### src/rtl/bcd_pkg.sv
// Shared BCD constants and helpers for the range counter: decimal-to-BCD
// conversion for parameters and the leading-zero blank mask.
package bcd_pkg;

    localparam int BCD_W = 4;
    localparam logic [3:0] BCD_MAX_DIGIT = 4'd9;
    localparam int MAX_DIGITS = 6;

    // Decimal integer to packed BCD, digit i in bits [4i+3:4i].
    function automatic logic [4*MAX_DIGITS-1:0] to_bcd(input int value, input int digits);
        logic [4*MAX_DIGITS-1:0] bcd;
        int rem;
        bcd = '0;
        rem = value;
        for (int i = 0; i < MAX_DIGITS; i++) begin
            if (i < digits) begin
                bcd[BCD_W*i +: BCD_W] = 4'(rem % 10);
                rem = rem / 10;
            end else begin
                bcd[BCD_W*i +: BCD_W] = 4'd0;
            end
        end
        return bcd;
    endfunction

    // Digit i (i >= 1) blanks when it and every digit above it are zero.
    function automatic logic [MAX_DIGITS-1:0] blank_mask(input logic [4*MAX_DIGITS-1:0] bcd,
                                                         input int digits);
        logic [MAX_DIGITS-1:0] mask;
        logic zero_above;
        mask = '0;
        zero_above = 1'b1;
        for (int i = MAX_DIGITS - 1; i >= 0; i--) begin
            if (i < digits) begin
                zero_above = zero_above & (bcd[BCD_W*i +: BCD_W] == 4'd0);
                mask[i] = (i >= 1) ? zero_above : 1'b0;
            end else begin
                mask[i] = 1'b0;
            end
        end
        return mask;
    endfunction

endpackage

### src/rtl/bcd_digit.sv
// One BCD digit register with load, increment and decrement; carry/borrow
// outputs chain into the next more-significant digit.
module bcd_digit
    import bcd_pkg::*;
#(
    parameter logic [3:0] RESET_DIGIT = 4'd0
) (
    input  logic       clock,
    input  logic       reset_n,
    input  logic       inc,
    input  logic       dec,
    input  logic       load,
    input  logic [3:0] load_digit,
    output logic [3:0] digit,
    output logic [3:0] next_digit,
    output logic       carry_out,
    output logic       borrow_out
);

    logic [3:0] digit_r;
    logic [3:0] next_digit_s;

    // Next-digit selection: load overrides stepping.
    always_comb begin
        next_digit_s = digit_r;
        if (load) begin
            next_digit_s = load_digit;
        end else if (inc) begin
            next_digit_s = (digit_r == BCD_MAX_DIGIT) ? 4'd0 : digit_r + 4'd1;
        end else if (dec) begin
            next_digit_s = (digit_r == 4'd0) ? BCD_MAX_DIGIT : digit_r - 4'd1;
        end else begin
            next_digit_s = digit_r;
        end
    end

    // Digit state register.
    always_ff @(posedge clock or negedge reset_n) begin
        if (!reset_n) begin
            digit_r <= RESET_DIGIT;
        end else begin
            digit_r <= next_digit_s;
        end
    end

    assign digit      = digit_r;
    assign next_digit = next_digit_s;
    assign carry_out  = inc & (digit_r == BCD_MAX_DIGIT);
    assign borrow_out = dec & (digit_r == 4'd0);

endmodule

### src/rtl/bcd_range_counter.sv
// N-digit BCD up/down counter over [MIN_VAL..MAX_VAL] with wrap, validated
// parallel load, leading-zero blank mask and a heartbeat toggle.
module bcd_range_counter
    import bcd_pkg::*;
#(
    parameter int DIGITS  = 2,
    parameter int MIN_VAL = 1,
    parameter int MAX_VAL = 99
) (
    input  logic                  clock,
    input  logic                  reset_n,
    input  logic                  tick_en,
    input  logic                  dir_up,
    input  logic                  load,
    input  logic [4*DIGITS-1:0]   load_val,
    output logic [4*DIGITS-1:0]   count,
    output logic [DIGITS-1:0]     blank,
    output logic                  wrap,
    output logic                  load_err,
    output logic                  toggle
);

    localparam int CW    = BCD_W * DIGITS;
    localparam int LIMIT = (10 ** DIGITS) - 1;
    localparam logic [CW-1:0]     MIN_BCD   = CW'(to_bcd(MIN_VAL, DIGITS));
    localparam logic [CW-1:0]     MAX_BCD   = CW'(to_bcd(MAX_VAL, DIGITS));
    localparam logic [DIGITS-1:0] BLANK_RST = DIGITS'(blank_mask(to_bcd(MIN_VAL, DIGITS), DIGITS));

    if (!(DIGITS >= 1 && DIGITS <= MAX_DIGITS && MIN_VAL >= 0 &&
          MIN_VAL < MAX_VAL && MAX_VAL <= LIMIT)) begin : g_param_error
        $error("bcd_range_counter: illegal DIGITS/MIN_VAL/MAX_VAL combination");
    end

    logic [CW-1:0]     count_s;
    logic [CW-1:0]     next_count_s;
    logic [CW-1:0]     load_digit_s;
    logic [DIGITS:0]   inc_chain_s;
    logic [DIGITS:0]   dec_chain_s;
    logic              digits_ok_s;
    logic              load_ok_s;
    logic              tick_step_s;
    logic              wrap_step_s;
    logic              digit_load_s;
    logic [DIGITS-1:0] blank_r;
    logic              wrap_r;
    logic              load_err_r;
    logic              toggle_r;
    logic              unused_chain_s;

    // Load validation and step control. With every digit <= 9, an unsigned
    // compare of packed BCD equals a digit-wise compare from the MSD down.
    always_comb begin
        digits_ok_s = 1'b1;
        for (int i = 0; i < DIGITS; i++) begin
            if (load_val[BCD_W*i +: BCD_W] > BCD_MAX_DIGIT) begin
                digits_ok_s = 1'b0;
            end else begin
                digits_ok_s = digits_ok_s;
            end
        end
        load_ok_s    = load & digits_ok_s & (load_val >= MIN_BCD) & (load_val <= MAX_BCD);
        tick_step_s  = tick_en & ~load;
        wrap_step_s  = tick_step_s & (dir_up ? (count_s == MAX_BCD) : (count_s == MIN_BCD));
        digit_load_s = load_ok_s | wrap_step_s;
        load_digit_s = load ? load_val : (dir_up ? MIN_BCD : MAX_BCD);
        inc_chain_s[0] = tick_step_s & dir_up & ~wrap_step_s;
        dec_chain_s[0] = tick_step_s & ~dir_up & ~wrap_step_s;
    end

    for (genvar i = 0; i < DIGITS; i++) begin : g_digit
        bcd_digit #(
            .RESET_DIGIT(MIN_BCD[BCD_W*i +: BCD_W])
        ) u_digit (
            .clock      (clock),
            .reset_n    (reset_n),
            .inc        (inc_chain_s[i]),
            .dec        (dec_chain_s[i]),
            .load       (digit_load_s),
            .load_digit (load_digit_s[BCD_W*i +: BCD_W]),
            .digit      (count_s[BCD_W*i +: BCD_W]),
            .next_digit (next_count_s[BCD_W*i +: BCD_W]),
            .carry_out  (inc_chain_s[i+1]),
            .borrow_out (dec_chain_s[i+1])
        );
    end

    assign unused_chain_s = inc_chain_s[DIGITS] ^ dec_chain_s[DIGITS];

    // Blank mask, pulses and heartbeat, registered alongside the digits.
    always_ff @(posedge clock or negedge reset_n) begin
        if (!reset_n) begin
            blank_r    <= BLANK_RST;
            wrap_r     <= 1'b0;
            load_err_r <= 1'b0;
            toggle_r   <= 1'b0;
        end else begin
            blank_r    <= DIGITS'(blank_mask(24'(next_count_s), DIGITS));
            wrap_r     <= wrap_step_s;
            load_err_r <= load & ~load_ok_s;
            toggle_r   <= toggle_r ^ tick_step_s;
        end
    end

    assign count    = count_s;
    assign blank    = blank_r;
    assign wrap     = wrap_r;
    assign load_err = load_err_r;
    assign toggle   = toggle_r;

endmodule

### config.mk
export PLATFORM = sky130hd
export DESIGN_NAME = bcd_range_counter
export DESIGN_NICKNAME = d
export VERILOG_FILES = /design/src/rtl/bcd_pkg.sv /design/src/rtl/bcd_digit.sv /design/src/rtl/bcd_range_counter.sv
export SDC_FILE = /design/constraint.sdc
export NUM_CORES = 1
export LEC_CHECK = 0
export CAP_MARGIN = 20
export CORE_ASPECT_RATIO = 1.2
export CORE_MARGIN = 2
export CORE_UTILIZATION = 48
export CTS_CLUSTER_SIZE = 40
export DETAILED_ROUTE_END_ITERATION = 10
export HOLD_SLACK_MARGIN = 0.12
export PLACE_DENSITY_LB_ADDON = 0.05
export SKIP_CTS_REPAIR_TIMING = 1
export SYNTH_ARGS = -nofsm -noshare
export SYNTH_HDL_FRONTEND = slang
export SYNTH_SLANG_ARGS = --single-unit
### constraint.sdc
create_clock -name clock -period 2.1 [get_ports clock]
set_clock_uncertainty 0.05 [all_clocks]
set_input_delay 0.525 -clock clock [delete_from_list [all_inputs] [get_ports clock]]
set_output_delay 0.525 -clock clock [all_outputs]
set_load 0.03 [all_outputs]
==> flow_summary.toml, run 1 <==
[logic_synthesis]
synth_compound_area_frac = 0.2409
synth.distinct_cells = 48
ys_ff_latch = 12
synth_ff_type = "dfrtp_1"
synth-xor-area-share = 0.02648
synthAdderAreaFrac = 0
netlist_area_sq_um = 992.2
synthArstFlopShare = 1.000
syn_avg_cell_area_sq_um = 8.553
yosys.area_share.simple = 0.3165
syn_inst = 116
syn-num-nets = 129
muxShareOfSynthArea = 0.04414
yosys_warnings = 0
synth_edf_count = 0
synth-seq-area-share = 0.3052
synth_top_family_by_area = "simple AND/OR/NAND/NOR gates"

[setup_path]
crit_slowest_cell = "clkdlybuf4s50_1"
reg2reg_depth = 5
critPathKind = "reg -> out"
cp.required_ns = 1.52
end_kind = "output pin"
cp-startpoint = "g_digit[1].u_digit.digit[2]$_DFF_PN0_"
max_stage_delay_ns = 0.72
worstReg2RegEnd = "blank[1]$_DFF_PN1_"
path_buf_inv = 1
critPathLaunchType = "flip-flop"
crit_family = "buffers and inverters"
r2r-start = "g_digit[0].u_digit.digit[1]$_DFFE_PN0P_"
crit_chain = "clkdlybuf4s50_1"
arrival_ns = 1.46
path_max_fanout = 8
rrSetupSlack_ns = 0.09

[clocking]
htreeDepth = 1
cts.sinks = 12
cts_tree = "yes"
cts_made_buffers = 3
cts_root_buffer = "clkbuf_4"
clkLatencyLatePin_ns = 0.27
cts_max_path_buffers = 2
clkTransAtPathRegs_ns = 0.07

[timing]
hold_viol = 0
period_minus_slack_ns = 2.040
max_clock_freq_ghz = 0.4902
rsz0062_at_grt = "yes"
maxSlewHeadroom = 0.6369
setup_violations = 0
period_share = 0.9713
setup_tns_ns = 0
final_max_slew_viol_count = 0
worst_slew_pin_slew_ns = 0.5430

[worst_hold_path]
min_path_type = "reg -> reg"
min_to = "toggle$_DFF_PN0_"
whs_path_depth = 1
min_from = "toggle$_DFF_PN0_"

[drt]
via_per_inst = 5.983
vias = 1047
ant_nets = 0
drtPass1Iterations = 6
routedWlPerCell_microns = 14.59
drc_errors = 0
drtIter0Drc = 13
wl_mm = 2.553

[final_layout]
layout.cells.non_filler = 175
n_fill_cell = 165
synthToLayoutAreaGrowth_pct = 44.39
drive_above_1_share = 0.2645
fin_area_sq_um = 1433
nets = 169
diodes = 0

[floorplan]
rows = 18
core_area_sq_um = 2004
dieHeight_microns = 53.81
die_area_sq_um = 2448
io_pins = 26
die_w_microns = 45.51
start_util = 0.4950

[grt]
grt_pass1_wl_mm = 3.995
antenna_found_initial = 0
overflow = 0
grt_max_degree = 16
grt_usage = 0.2245
grt_pass1_vias = 914

[placement]
place_inst = 171
dp_hpwl_mm = 2.008
gp_congestion = 0.8816
place_area_sq_um = 1368
port_buffers = 24

[pwr]
p_leak_nw = 0.6726
power.total_mw = 1.410
peakVddDrop_uv = 752.6
pwr_density_cell_nw_per_um2 = 984.0

[flow_run]
drv_cap = 0

[outcome]
run_status = "finished, final reports clean"
## routing by layer
layer / vias to the layer above / GRT usage / routed length, microns
li1: 518 / - / -
met1: 492 / 0.2645 / 1055
met2: 30 / 0.3991 / 1378
met3: 7 / 0.05034 / 96
met4: 0 / 0.06373 / 22
met5: - / 0 / 0
## cells in the mapped netlist, drive strengths merged (3+ instances only)
cell	number	area, sq um
dfrtp	10	250.2
nor2	8	30.03
and2	3	18.77
a21oi	9	48.80
nand3	3	15.01
mux2i	4	43.79
nand2	7	26.28
nand4	3	18.77
o21ai	9	45.04
clkbuf	7	26.28
xnor2	3	26.28
nor4	7	50.05
buf	4	28.78
## sequential cells by signal (all words and copies together) (netlist names)
name,cells
blank,1
g_digit.u_digit.digit,8
load_err,1
toggle,1
wrap,1
## placed cells by master, fill, tap and decap left out, drive strengths merged, types with 4 or more instances in the layout
master / count
nor2: 8
clkbuf: 4
mux2i: 4
buf: 22
clkdlybuf4s50: 14
nand2: 7
dlymetal6s2s: 10
o21ai: 9
a21oi: 9
dfrtp: 10
nor4: 7
## report_power, final
group | internal, mW | switching (mW)
sequential | 0.310 | 0.113
clock | 0.105 | 0.0758
combinational | 0.375 | 0.430
## cells by family (layout without fill, tap and decap cells)
group | Yosys count | in the layout
AND/OR/NAND/NOR | 49 | 49
XOR/XNOR | 3 | 3
buffers and inverters | 13 | 52
other | 1 | 1
AO/OA/AOI/OAI | 34 | 34
flip-flops | 12 | 12
multiplexers | 4 | 4
## per-stage QoR
| stage | hold slack (ns) | utilization | setup slack (ns) |
|---|---|---|---|
| 2_1_floorplan | 0.1794 | - | 0.03087 |
| 3_3_place_gp | 0.4107 | 0.6823 | -0.3618 |
| 3_5_place_dp | 0.4157 | 0.6823 | -0.4156 |
| 4_1_cts | 0.4282 | 0.7004 | -0.1294 |
| 5_1_grt | 0.4449 | 0.7147 | -0.02153 |
| 6_report | 0.4292 | 0.7147 | 0.06017 |
## worst max-delay path by stage
| stage | end | slack (ns) | cells past startpoint |
|---|---|---|---|
| floorplan | blank[1]$_DFF_PN1_ | 0.03 | 6 |
| global placement | blank[1]$_DFF_PN1_ | -0.36 | 6 |
| detailed placement | blank[1]$_DFF_PN1_ | -0.42 | 6 |
| CTS | blank[1]$_DFF_PN1_ | -0.13 | 6 |
| global route | blank[1]$_DFF_PN1_ | -0.02 | 5 |
| finish | count[6] | 0.06 | 1 |
## cell type report
class,instances,area [sq um],share of cell area
well taps,20,25.02,0.01747
repair buffers,46,430.4,0.3004
multi-input cells,91,630.6,0.4402
clock buffers,4,36.28,0.02533
flip-flops and latches,12,302.8,0.2114
inverters,2,7.507,0.005240
Note: power is estimated with default switching activity, not from simulation.
==> run 2: changes to the inputs <==
--- a/config.mk
+++ b/config.mk
@@ -7,3 +7,2 @@
 export LEC_CHECK = 0
-export CAP_MARGIN = 20
 export CORE_ASPECT_RATIO = 1.2
==> constraint.sdc (replaced) <==
create_clock -name clock -period 2.4 [get_ports clock]
set_clock_uncertainty 0.05 [all_clocks]
set_input_delay 0.48 -clock clock [delete_from_list [all_inputs] [get_ports clock]]
set_output_delay 0.48 -clock clock [all_outputs]
set_load 0.03 [all_outputs]
==> run 2 against run 1 <==
- clock power decreased by 26%
- sequential share of layout area rose by 2.1 points
- die area unchanged
- cell count fell by 6.9%
- highest routed layer unchanged
==> flow_summary.toml, run 2 (same netlist as run 1, synthesis figures left out) <==
[grt]
overflow = 0
antenna_found_initial = 0
grt_pass1_vias = 993
grt_usage = 0.2538
grt_pass1_wl_mm = 4.581
grt_max_degree = 16

[setup_path]
end_kind = "output pin"
cp.required_ns = 1.87
crit_chain = "clkdlybuf4s50_1"
r2r-start = "g_digit[0].u_digit.digit[3]$_DFFE_PN0P_"
path_max_fanout = 15
crit_family = "buffers and inverters"
arrival_ns = 1.68
max_stage_delay_ns = 0.72
worstReg2RegEnd = "blank[1]$_DFF_PN1_"
critPathLaunchType = "flip-flop"
crit_slowest_cell = "clkdlybuf4s50_1"
rrSetupSlack_ns = 0.37
critPathKind = "reg -> out"
path_buf_inv = 1
reg2reg_depth = 5

[pwr]
peakVddDrop_uv = 742.7
power.total_mw = 1.185
p_leak_nw = 0.5089
p_sw_uw = 543.5
internal_power_uw = 642.0
p_sw_frac = 0.4585
seq_power_share = 0.326
pwr_density_cell_nw_per_um2 = 909.2
p_comb_frac = 0.561
pwr-share-clk = 0.113

[outcome]
run_status = "finished, final reports clean"

[worst_hold_path]
whs_path_depth = 1
min_from = "toggle$_DFF_PN0_"
min_to = "toggle$_DFF_PN0_"
min_path_type = "reg -> reg"

[final_layout]
drive_above_1_share = 0.1888
nets = 157
final_cell_mix = "24 x clkdlybuf4s50_1, 10 x dfrtp_1, 10 x buf_4, 9 x o21ai_0"
final_common_cell = "clkdlybuf4s50_1"
largest_register_ffs = 8
final_util = 0.6504
n_fill_cell = 179
regMostFlops = "g_digit.u_digit.digit"
diodes = 0
fin_area_sq_um = 1304
synthToLayoutAreaGrowth_pct = 31.40

[floorplan]
io_pins = 26
core_area_sq_um = 2004
die_w_microns = 45.51
start_util = 0.4950
die_area_sq_um = 2448
dieHeight_microns = 53.81
rows = 18

[timing]
worst_slew_pin_slew_ns = 0.5274
period_share = 0.9226
final_max_slew_viol_count = 0
hold_viol = 0
setup_violations = 0
rsz0062_at_grt = "no"
period_minus_slack_ns = 2.214
max_clock_freq_ghz = 0.4516
maxSlewHeadroom = 0.6473

[drt]
routedWlPerCell_microns = 16.09
via_per_inst = 6.460
drtPass1Iterations = 4
drc_errors = 0
ant_nets = 0
wl_mm = 2.622
drtIter0Drc = 24
vias = 1053

[clocking]
cts_max_path_buffers = 2
cts.sinks = 12
cts_root_buffer = "clkbuf_4"
htreeDepth = 1
cts_made_buffers = 3
clkLatencyLatePin_ns = 0.27
cts_tree = "yes"
clkTransAtPathRegs_ns = 0.08

[flow_run]
drv_cap = 0

[placement]
port_buffers = 24
dp_hpwl_mm = 1.977
place_area_sq_um = 1277
gp_congestion = 0.8778
==> run 2: cell types whose count changed in the layout (fill, tap and decap cells not counted), sizes merged <==
cell,before,now
buf,22,10
dlymetal6s2s,10,0
clkdlybuf4s50,14,24
==> run 2: metal layers <==
| layer | track usage | vias to the layer above | share of wire |
|---|---|---|---|
| met1 | 0.3025 | 498 | 0.41 |
| met2 | 0.4554 | 50 | 0.50 |
| met5 | 0 | - | 0 |
| met3 | 0.04027 | 12 | 0.056 |
| li1 | - | 493 | - |
| met4 | 0.07843 | 0 | 0.029 |
==> run 2: how the worst max path moves through the flow <==
| stage | to | slack, ns | cells past startpoint | startpoint |
|---|---|---|---|---|
| 6_report | count[0] | 0.19 | 1 | g_digit[0].u_digit.digit[0]$_DFFE_PN1P_ |
| 3_3_place_gp | blank[1]$_DFF_PN1_ | -0.03 | 6 | dir_up |
| 2_1_floorplan | blank[1]$_DFF_PN1_ | 0.33 | 6 | g_digit[0].u_digit.digit[3]$_DFFE_PN0P_ |
| 4_1_cts | count[0] | 0.19 | 1 | g_digit[0].u_digit.digit[0]$_DFFE_PN1P_ |
| 5_1_grt | blank[1]$_DFF_PN1_ | 0.10 | 6 | tick_en |
| 3_5_place_dp | blank[1]$_DFF_PN1_ | -0.06 | 6 | tick_en |
==> run 2: power groups by stage <==
| stage | combinational (mW) | sequential [mW] | clock (mW) |
|---|---|---|---|
| 2_1_floorplan | 0.361 | 0.448 | 0 |
| 3_3_place_gp | 0.654 | 0.383 | 0 |
| 3_5_place_dp | 0.663 | 0.385 | 0 |
| 4_1_cts | 0.666 | 0.382 | 0.135 |
| 5_1_grt | 0.722 | 0.396 | 0.147 |
| 6_report | 0.665 | 0.386 | 0.134 |
==> run 2: metrics by stage <==
stage	std cells	setup WS, ns	hold WS, ns	setup TNS, ns
3_5_place_dp	159	-0.06216	0.4178	-0.06316
4_1_cts	163	0.1886	0.4313	0
2_1_floorplan	116	0.3309	0.1344	0
5_1_grt	163	0.1020	0.4779	0
3_3_place_gp	159	-0.03401	0.4113	-0.03401
6_report	163	0.1857	0.4283	0
==> run 2: area by class of cell <==
class / instances / area, sq um / share of cell area
Clock buffer: 4 / 26.28 / 0.02015
Inverter: 2 / 7.507 / 0.005758
Multi-Input combinational cell: 91 / 626.9 / 0.4808
Sequential cell: 12 / 302.8 / 0.2322
Tap cell: 20 / 25.02 / 0.01919
Timing Repair Buffer: 34 / 315.3 / 0.2418
